<file path="config.mk">
export PLATFORM = sky130hd
export DESIGN_NAME = mem_trace_buffer
export DESIGN_NICKNAME = d
export VERILOG_FILES = /design/src/rtl/mem_trace_buffer.sv
export SDC_FILE = /design/constraint.sdc
export NUM_CORES = 2
export LEC_CHECK = 0
export ABC_AREA = 1
export BUFFER_PORTS_ARGS = -buffer_cell sky130_fd_sc_hd__buf_4
export CORE_ASPECT_RATIO = 1.4
export CORE_MARGIN = 10
export CORE_UTILIZATION = 35
export CTS_CLUSTER_DIAMETER = 120
export DETAILED_ROUTE_END_ITERATION = 6
export PLACE_DENSITY = 0.62
export SLEW_MARGIN = 5
export SYNTH_ARGS = -nofsm -noshare
export SYNTH_HDL_FRONTEND = slang
export SYNTH_SLANG_ARGS = --single-unit
</file>
<file path="constraint.sdc">
create_clock -name clock -period 8.7 [get_ports clock]
set_input_delay 0.87 -clock clock [delete_from_list [all_inputs] [get_ports clock]]
set_output_delay 0.87 -clock clock [all_outputs]
set_load 0.1 [all_outputs]
</file>
<file path="src/rtl/mem_trace_buffer.sv">
// mem_trace_buffer: clocked memory-access tracer.
// Read/write events from the LSU are filtered by an address window and tagged
// with a wrapping sequence number. They are then queued in a small FIFO that
// drains through a ready/valid port. Any event lost to a full FIFO still
// consumes its sequence number, so a gap in out_seq shows where events were
// lost. drop_cnt and overflow also count the loss.
module mem_trace_buffer #(
  parameter int ADDR_W = 32,
  parameter int DATA_W = 32,
  parameter int LEN_W  = 4,
  parameter int DEPTH  = 8,
  parameter int SEQ_W  = 16
) (
  input  logic                       clock,
  input  logic                       reset,
  input  logic                       en,
  input  logic [ADDR_W-1:0]          filt_lo,
  input  logic [ADDR_W-1:0]          filt_hi,
  input  logic                       rd_valid,
  input  logic [ADDR_W-1:0]          rd_addr,
  input  logic [LEN_W-1:0]           rd_len,
  input  logic [DATA_W-1:0]          rd_data,
  input  logic                       wr_valid,
  input  logic [ADDR_W-1:0]          wr_addr,
  input  logic [LEN_W-1:0]           wr_len,
  input  logic [DATA_W-1:0]          wr_data,
  output logic                       out_valid,
  input  logic                       out_ready,
  output logic                       out_is_wr,
  output logic [ADDR_W-1:0]          out_addr,
  output logic [LEN_W-1:0]           out_len,
  output logic [DATA_W-1:0]          out_data,
  output logic [SEQ_W-1:0]           out_seq,
  output logic [$clog2(DEPTH+1)-1:0] count,
  output logic [15:0]                drop_cnt,
  output logic                       overflow,
  input  logic                       clr_drop
);

  localparam int CW    = $clog2(DEPTH + 1);
  localparam int PW    = $clog2(DEPTH);
  localparam int ENT_W = 1 + ADDR_W + LEN_W + DATA_W + SEQ_W;

  // Entry layout: {is_wr, addr, len, data, seq}
  logic [ENT_W-1:0] mem [DEPTH];

  logic [PW-1:0]    wp, rp;
  logic [SEQ_W-1:0] seq_cnt;

  logic             acc_rd, acc_wr;
  logic [CW-1:0]    free_c;
  logic             push0, push1;
  logic [1:0]       n_drop;
  logic [1:0]       n_acc;
  logic [1:0]       n_push;
  logic             pop;
  logic [ENT_W-1:0] slot0, slot1;
  logic [ENT_W-1:0] head;
  logic [15:0]      drop_base;
  logic [16:0]      drop_sum;

  // An empty window (filt_lo > filt_hi) falls out of the two compares naturally.
  assign acc_rd = en && rd_valid && (rd_addr >= filt_lo) && (rd_addr <= filt_hi);
  assign acc_wr = en && wr_valid && (wr_addr >= filt_lo) && (wr_addr <= filt_hi);

  // Space is judged on the registered count; a same-cycle pop does not free a slot.
  assign free_c = CW'(DEPTH) - count;
  assign pop    = (count != '0) && out_ready;

  assign n_acc  = {1'b0, acc_rd} + {1'b0, acc_wr};
  assign n_push = {1'b0, push0} + {1'b0, push1};

  // Slot 0 holds the first accepted event (the read when both fire); slot 1 is
  // only ever the write of a read+write pair.
  assign slot0 = acc_rd ? {1'b0, rd_addr, rd_len, rd_data, seq_cnt}
                        : {1'b1, wr_addr, wr_len, wr_data, seq_cnt};
  assign slot1 = {1'b1, wr_addr, wr_len, wr_data, seq_cnt + SEQ_W'(1)};

  // Decide how many accepted events fit and how many are dropped.
  always_comb begin
    push0  = 1'b0;
    push1  = 1'b0;
    n_drop = 2'd0;
    if (acc_rd && acc_wr) begin
      if (free_c >= CW'(2)) begin
        push0 = 1'b1;
        push1 = 1'b1;
      end else if (free_c == CW'(1)) begin
        push0  = 1'b1;
        n_drop = 2'd1;
      end else begin
        n_drop = 2'd2;
      end
    end else if (acc_rd || acc_wr) begin
      if (free_c != '0) push0 = 1'b1;
      else              n_drop = 2'd1;
    end
  end

  // A drop in the same cycle as a clear wins: the count restarts from the drops.
  assign drop_base = clr_drop ? 16'd0 : drop_cnt;
  assign drop_sum  = {1'b0, drop_base} + 17'(n_drop);

  // Entry storage; contents need no reset because out_* are gated by out_valid.
  always_ff @(posedge clock) begin
    if (push0) mem[wp] <= slot0;
    if (push1) mem[wp + PW'(1)] <= slot1;
  end

  // Pointers, occupancy and sequence counter.
  always_ff @(posedge clock or negedge reset) begin
    if (!reset) begin
      wp      <= '0;
      rp      <= '0;
      count   <= '0;
      seq_cnt <= '0;
    end else begin
      wp      <= wp + PW'(n_push);
      if (pop) rp <= rp + PW'(1);
      count   <= count + CW'(n_push) - CW'(pop);
      seq_cnt <= seq_cnt + SEQ_W'(n_acc);
    end
  end

  // Drop counter (saturating) and sticky overflow flag.
  always_ff @(posedge clock or negedge reset) begin
    if (!reset) begin
      drop_cnt <= 16'd0;
      overflow <= 1'b0;
    end else if (n_drop != 2'd0) begin
      drop_cnt <= drop_sum[16] ? 16'hFFFF : drop_sum[15:0];
      overflow <= 1'b1;
    end else if (clr_drop) begin
      drop_cnt <= 16'd0;
      overflow <= 1'b0;
    end
  end

  assign out_valid = (count != '0);
  assign head      = mem[rp];
  assign {out_is_wr, out_addr, out_len, out_data, out_seq} = out_valid ? head : '0;

endmodule
</file>
# == Yosys cells after proc, flatten, opt, wreduce, memory -nomap -nowiden ==
# Memories as Yosys holds them, arrays and structs flattened.
# Cells that the tools add are included.
# word_totals
wordCells,60
ff_bits,43
mem_bits_rw,680
input_bits,207
n_memories,1
out_inout_bits,107
# mem_list
memory,words,width,read_ports,rd_clocked_by_memory_dff,wr,line,source
mem,8,85,1,0,2,45,logic [ENT_W-1:0] mem [DEPTH];
# classes
n_addsub,11
n_eq_ne,1
order_cmp,5
n_reduce_logical,13
mux,23
# ops
operator,count
two-way mux 85 bit,2
>= comparator 32 bit,2
<= comparator 32 bit,2
two-way mux 16 bit,3
adder 16 x 2 -> 17 bit,1
"adder 16 x 1 -> 16 bit, second input constant",1
adder 16 x 2 -> 16 bit,1
two-way mux 1 bit,15
logical AND 1 bit,8
nonzero test 4 bit,2
"adder 3 x 1 -> 3 bit, second input constant",2
two-way mux 2 bit,3
adder 1 x 1 -> 2 bit,2
adder 4 x 2 -> 4 bit,1
"equality test 4 x 1 -> 1 bit, second input constant",1
">= comparator 4 x 2 -> 1 bit, second input constant",1
nonzero test 2 bit,2
subtractor 4 x 1 -> 4 bit,1
"subtractor 4 bit, first input constant",1
adder 3 x 2 -> 3 bit,1
logical OR 1 bit,1

# == Longest topological paths before layout ==
# depth
depth_word,9
depth_mapped,29
depth_no_buf,28

# == Worst setup path before layout ==
# Ideal clock, no wire load.
# synth_path
path_type,register to output
from,register count[0]
to,output port out_addr[23]
path_buffers,2
setup_slack_ns,3.253
required_time_ns,7.830
stages_incl_launch_ff,8
arrival_ns,4.577
path_cell_list,dfrtp_1 -> inv_1 -> ha_1 -> nand2_1 -> clkbuf_1 -> clkbuf_1 -> o21ai_0 -> a31oi_1
# synth_via
elab_chain_cells,2
# synth_lines
element,line,source
"start, declared",34,"output logic [$clog2(DEPTH+1)-1:0] count,"
"start signal, assigned",120,count <= count + CW'(n_push) - CW'(pop);
nonzero test 4 bit,139,assign out_valid = (count != '0);
named net out_valid,27,"output logic out_valid,"
two-way mux 85 bit,141,"assign {out_is_wr, out_addr, out_len, out_data, out_seq} = out_valid ? head : '0;"
"end, declared",30,"output logic [ADDR_W-1:0] out_addr,"
# The timed path passes the listed nets, and every way through them passes these cells.

# == Worst setup path after layout ==
# layout_path
from,register rp[0]
to,output port out_seq[13]
# layout_via
elab_chain_cells,2
# layout_lines
element,line,source
"start, declared",47,"logic [PW-1:0] wp, rp;"
"start signal, assigned",119,if (pop) rp <= rp + PW'(1);
memory read (8 x 85 bit),--,
two-way mux 85 bit,141,
"end, declared",33,"output logic [SEQ_W-1:0] out_seq,"
# No other way between the ends.

==> reports/qor.log <==
qor: status.outcome finished clean
qor: logic_synthesis.synth_most_common_cell sky130_fd_sc_hd__o21ai_0
qor: logic_synthesis.synth_nets 5123
qor: placement.place_inst 6323
qor: placement.final_hpwl_from_detailed_placement 87800 um
qor: power_and_ir_drop.peakVddDrop 586 uV
qor: die.boundaryPins 314
qor: die.dieArea 0.133 mm^2
qor: power_and_ir_drop.part_of_the_power_in_registers 0.263
qor: cts.cts_post_setup_buffers_inserted 0
qor: power_and_ir_drop.share_clk_of_total_power 0.217
qor: placement.last_weighted_congestion_value_of_the_routability_driven_placer 0.839
qor: power_and_ir_drop.sw_frac_of_total 0.533
qor: final_layout.count_of_nets_after_finishing 5171
qor: setup_path.critPathCaptureType primary output
qor: cts.cts_hold_buf 0
qor: setup_path.critPathRequiredTime 7.83 ns
qor: global_route.antenna_found_initial 1
qor: timing.fin_worst_skew 0.0344 ns
qor: setup_path.crit_path_max_fanout 78
qor: cts.clock_path_buffers 3
qor: hold_path.worstHoldPathType in -> async
qor: global_route.grt_first_pass_wirelength 237000 um
qor: setup_path.worstPathBufferInverterCount 3
qor: placement.port_buffers 313
qor: cts.clock_sinks 723
qor: route.routed_wl 162000 um
qor: setup_path.critical_path.reg2reg.endpoint mem[2][72]
qor: global_route.grt_pass1_vias 37000
qor: timing.fin_crit_sh 0.638
qor: global_route.grt_start_max_net_pins 172
qor: logic_synthesis.synth.distinct_cells 36
qor: setup_path.start_kind register
qor: placement.post_dp_cell_area 0.0448 mm^2
qor: power_and_ir_drop.pwr_density_cell 340 mW/mm^2
qor: setup_path.reg2reg_setup_slack 3.95 ns
qor: final_layout.final-seq-area 0.0214 mm^2
qor: final_layout.stdcell_area 0.0475 mm^2
qor: die.coreArea 0.118 mm^2
qor: route.initialDrtViolationCount 4664
qor: timing.maxSlewViolCount 0
qor: setup_path.cp_slowest_cell sky130_fd_sc_hd__buf_4
qor: final_layout.fillCellCount 11600
qor: setup_path.reg2reg_depth 7
qor: logic_synthesis.synthesis.instances 4767
qor: cts.numCtsBuffers 75
qor: setup_path.slowest_delay 0.86 ns
qor: die.chipHeight 427 um
qor: power_and_ir_drop.total_leakage_power 17.0 nW
qor: logic_synthesis.yosysTopAreaCell sky130_fd_sc_hd__edfxtp_1
qor: final_layout.fin_cells 6463
qor: logic_synthesis.ys_seq_area_frac 0.516
qor: timing.timing_hold_violations_final 0
qor: route.detail_route.first_pass.iterations 6
qor: cts.clockRootBuffer sky130_fd_sc_hd__clkbuf_16
qor: setup_path.cpLargestDelayFamily buffers and inverters
qor: setup_path.path_depth 7
qor: route.ant_nets 0
qor: cts.cts_max_level 3
qor: global_route.global_route.overflow_total 0
qor: final_layout.areaGrowthSynthToFinish 14.4%
qor: setup_path.crit-reg2reg-launch wp[0]
qor: logic_synthesis.count_of_flip_flops_with_a_built_in_enable_after_synthesis 672
qor: timing.setup_viol 0
qor: logic_synthesis.ys_warn_count 0
qor: logic_synthesis.synth_async_sr_flop_share 0.0595
qor: global_route.grt_use_total 0.234
qor: die.die_w 311 um
qor: route.overall_via_count_from_detail_route 38100
qor: cts.tritoncts built
qor: cts.clk-insertion-delay-late 0.68 ns
qor: die.start_util 0.352
qor: route.post_drt_via_cell_ratio 5.90
qor: logic_synthesis.postSynthAreaPerCell 8.70 um^2
qor: logic_synthesis.synth.ff_latch_count 723
qor: run.drv.max_cap_violation_count 0
qor: setup_path.critical_path.cell_chain buf_4 -> buf_4 -> o21ai_0 -> o22ai_1 -> o21ai_0 -> a31oi_1 -> buf_4
qor: power_and_ir_drop.total_net_switching_power 0.00859 W
qor: cts.post_cts_resize_count 0
qor: logic_synthesis.synth.cell_area 0.0415 mm^2
qor: final_layout.drive_above_1_share 0.111
qor: timing.rsz0062_at_grt false
qor: logic_synthesis.ys_dominant_reg_cell sky130_fd_sc_hd__edfxtp_1
qor: power_and_ir_drop.power.share.combinational 0.520
qor: logic_synthesis.synth_top_cells_by_area sky130_fd_sc_hd__edfxtp_1, sky130_fd_sc_hd__o21ai_0, sky130_fd_sc_hd__nand3_1
qor: final_layout.multi_input_area 0.0176 mm^2
qor: die.row_count 149
qor: power_and_ir_drop.intPower 0.00754 W
qor: logic_synthesis.synth_top_cells_by_count sky130_fd_sc_hd__o21ai_0, sky130_fd_sc_hd__edfxtp_1, sky130_fd_sc_hd__nand3_1
qor: timing.post-route-worst-setup-slack 3.15 ns
qor: timing.achievable-frequency 180 MHz
qor: cts.cts.clk_slew.worst_paths 0.07 ns
qor: logic_synthesis.synth_top_area_frac 0.487
qor: timing.period_minus_slack 5.55 ns
qor: route.route.detailed.drc 0
qor: timing.fin_tns_setup 0 ns
qor: timing.tightestPinTransition 1.27 ns
qor: placement.dp_slack 2.41 ns
qor: setup_path.most_common_cell_on_crit_path sky130_fd_sc_hd__buf_4
qor: setup_path.cp.arrival 4.68 ns
qor: timing.max_slew_margin 0.156
qor: route.drt-wirelength-per-cell 25.1 um
qor: setup_path.timing.setup.critical_path_class reg -> out
layout by cell type, fill, tap and decap left out, drive strengths merged:
| master | synthesis | routed |
|---|---|---|
| nand3 | 632 | 632 |
| xnor2 | 10 | 10 |
| and2 | 2 | 2 |
| dfxtp | 8 | 8 |
| a21o | 4 | 4 |
| buf | 137 | 374 |
| o22ai | 85 | 85 |
| fa | 4 | 4 |
| nor3b | 1 | 1 |
| dfrtp | 43 | 43 |
| inv | 242 | 247 |
| nor2 | 601 | 601 |
| bufinv | 0 | 12 |
| o21a | 7 | 7 |
| a21oi | 61 | 61 |
| or2 | 5 | 5 |
| clkinvlp | 0 | 7 |
| clkbuf | 266 | 91 |
| nand4 | 101 | 101 |
| ha | 145 | 145 |
| xor2 | 40 | 40 |
| a31oi | 85 | 85 |
| o21ai | 1109 | 1109 |
| diode | 0 | 1 |
| nand2 | 486 | 486 |
| nor3 | 16 | 16 |
| edfxtp | 672 | 672 |
| nor4 | 1 | 1 |
| clkinv | 4 | 28 |
flip-flops by register name, summed over array words and instances, names as in the netlist:
register and count:
rp 3, seq_cnt 16, overflow 1, mem 680, drop_cnt 16, wp 3, count 4
power groups by stage:
stage	Combinational, W	Sequential [W]	Clock (W)
after detailed placement	0.00836	0.00431	0
after floorplan	0.00573	0.00423	0
after global routing	0.00877	0.00426	0.00366
final	0.00838	0.00425	0.00350
after global placement	0.00831	0.00431	0
after CTS	0.00837	0.00424	0.00352
cells by family after synthesis:
family                   count (synthesis)  share of synthesized area
flip-flops                             723                      0.516
buffers and inverters                  649                     0.0634
AO/OA/AOI/OAI                         1351                      0.169
adder cells (fa/ha/maj)                149                     0.0457
AND/OR/NAND/NOR                       1845                      0.195
XOR/XNOR                                50                     0.0106
worst reg2reg max path, cell delays in order, from the launching register on:
cell,delay (ns)
sky130_fd_sc_hd__dfrtp_4,1.16
sky130_fd_sc_hd__ha_1,0.36
sky130_fd_sc_hd__xnor2_1,0.17
sky130_fd_sc_hd__inv_1,0.09
sky130_fd_sc_hd__nor2_1,0.31
sky130_fd_sc_hd__nand3_4,0.76
sky130_fd_sc_hd__nand2_4,0.78
sky130_fd_sc_hd__buf_4,0.71
how the worst max path moves through the flow:
| stage | startpoint | end | slack [ns] |
|---|---|---|---|
| after floorplan | count[0] | out_addr[23] | 3.25 |
| after global placement | filt_hi[27] | drop_cnt[5] | 2.52 |
| after detailed placement | filt_hi[27] | drop_cnt[12] | 2.41 |
| after CTS | filt_hi[27] | drop_cnt[12] | 3.09 |
| after global routing | filt_hi[31] | drop_cnt[13] | 2.76 |
| final | rp[0] | out_seq[13] | 3.15 |
layout make-up:
type	instances	share of cell area
Clock inverter	48	0.0126
Timing Repair Buffer	374	0.0602
Inverter	246	0.0199
Antenna cell	1	0.0000527
Sequential cell	723	0.452
Tap cell	1585	0.0418
Clock buffer	91	0.0426
Multi-Input combinational cell	3395	0.371
metrics by stage:
stage / total power [W] / hold slack (ns) / util
after floorplan: 0.00996 / 0.424 / -
after global placement: 0.0126 / 0.434 / 0.381
after detailed placement: 0.0127 / 0.438 / 0.381
after CTS: 0.0161 / 0.210 / 0.403
after global routing: 0.0167 / 0.273 / 0.403
final: 0.0161 / 0.218 / 0.403
metal layers:
layer,part of all wire,GRT usage,vias to the layer above
met5,0,0,-
met4,0.041,0.105,0
met3,0.097,0.0397,377
met2,0.48,0.396,2277
met1,0.38,0.291,18400
li1,-,-,17100
No activity file was read; power rests on OpenSTA's default activity.
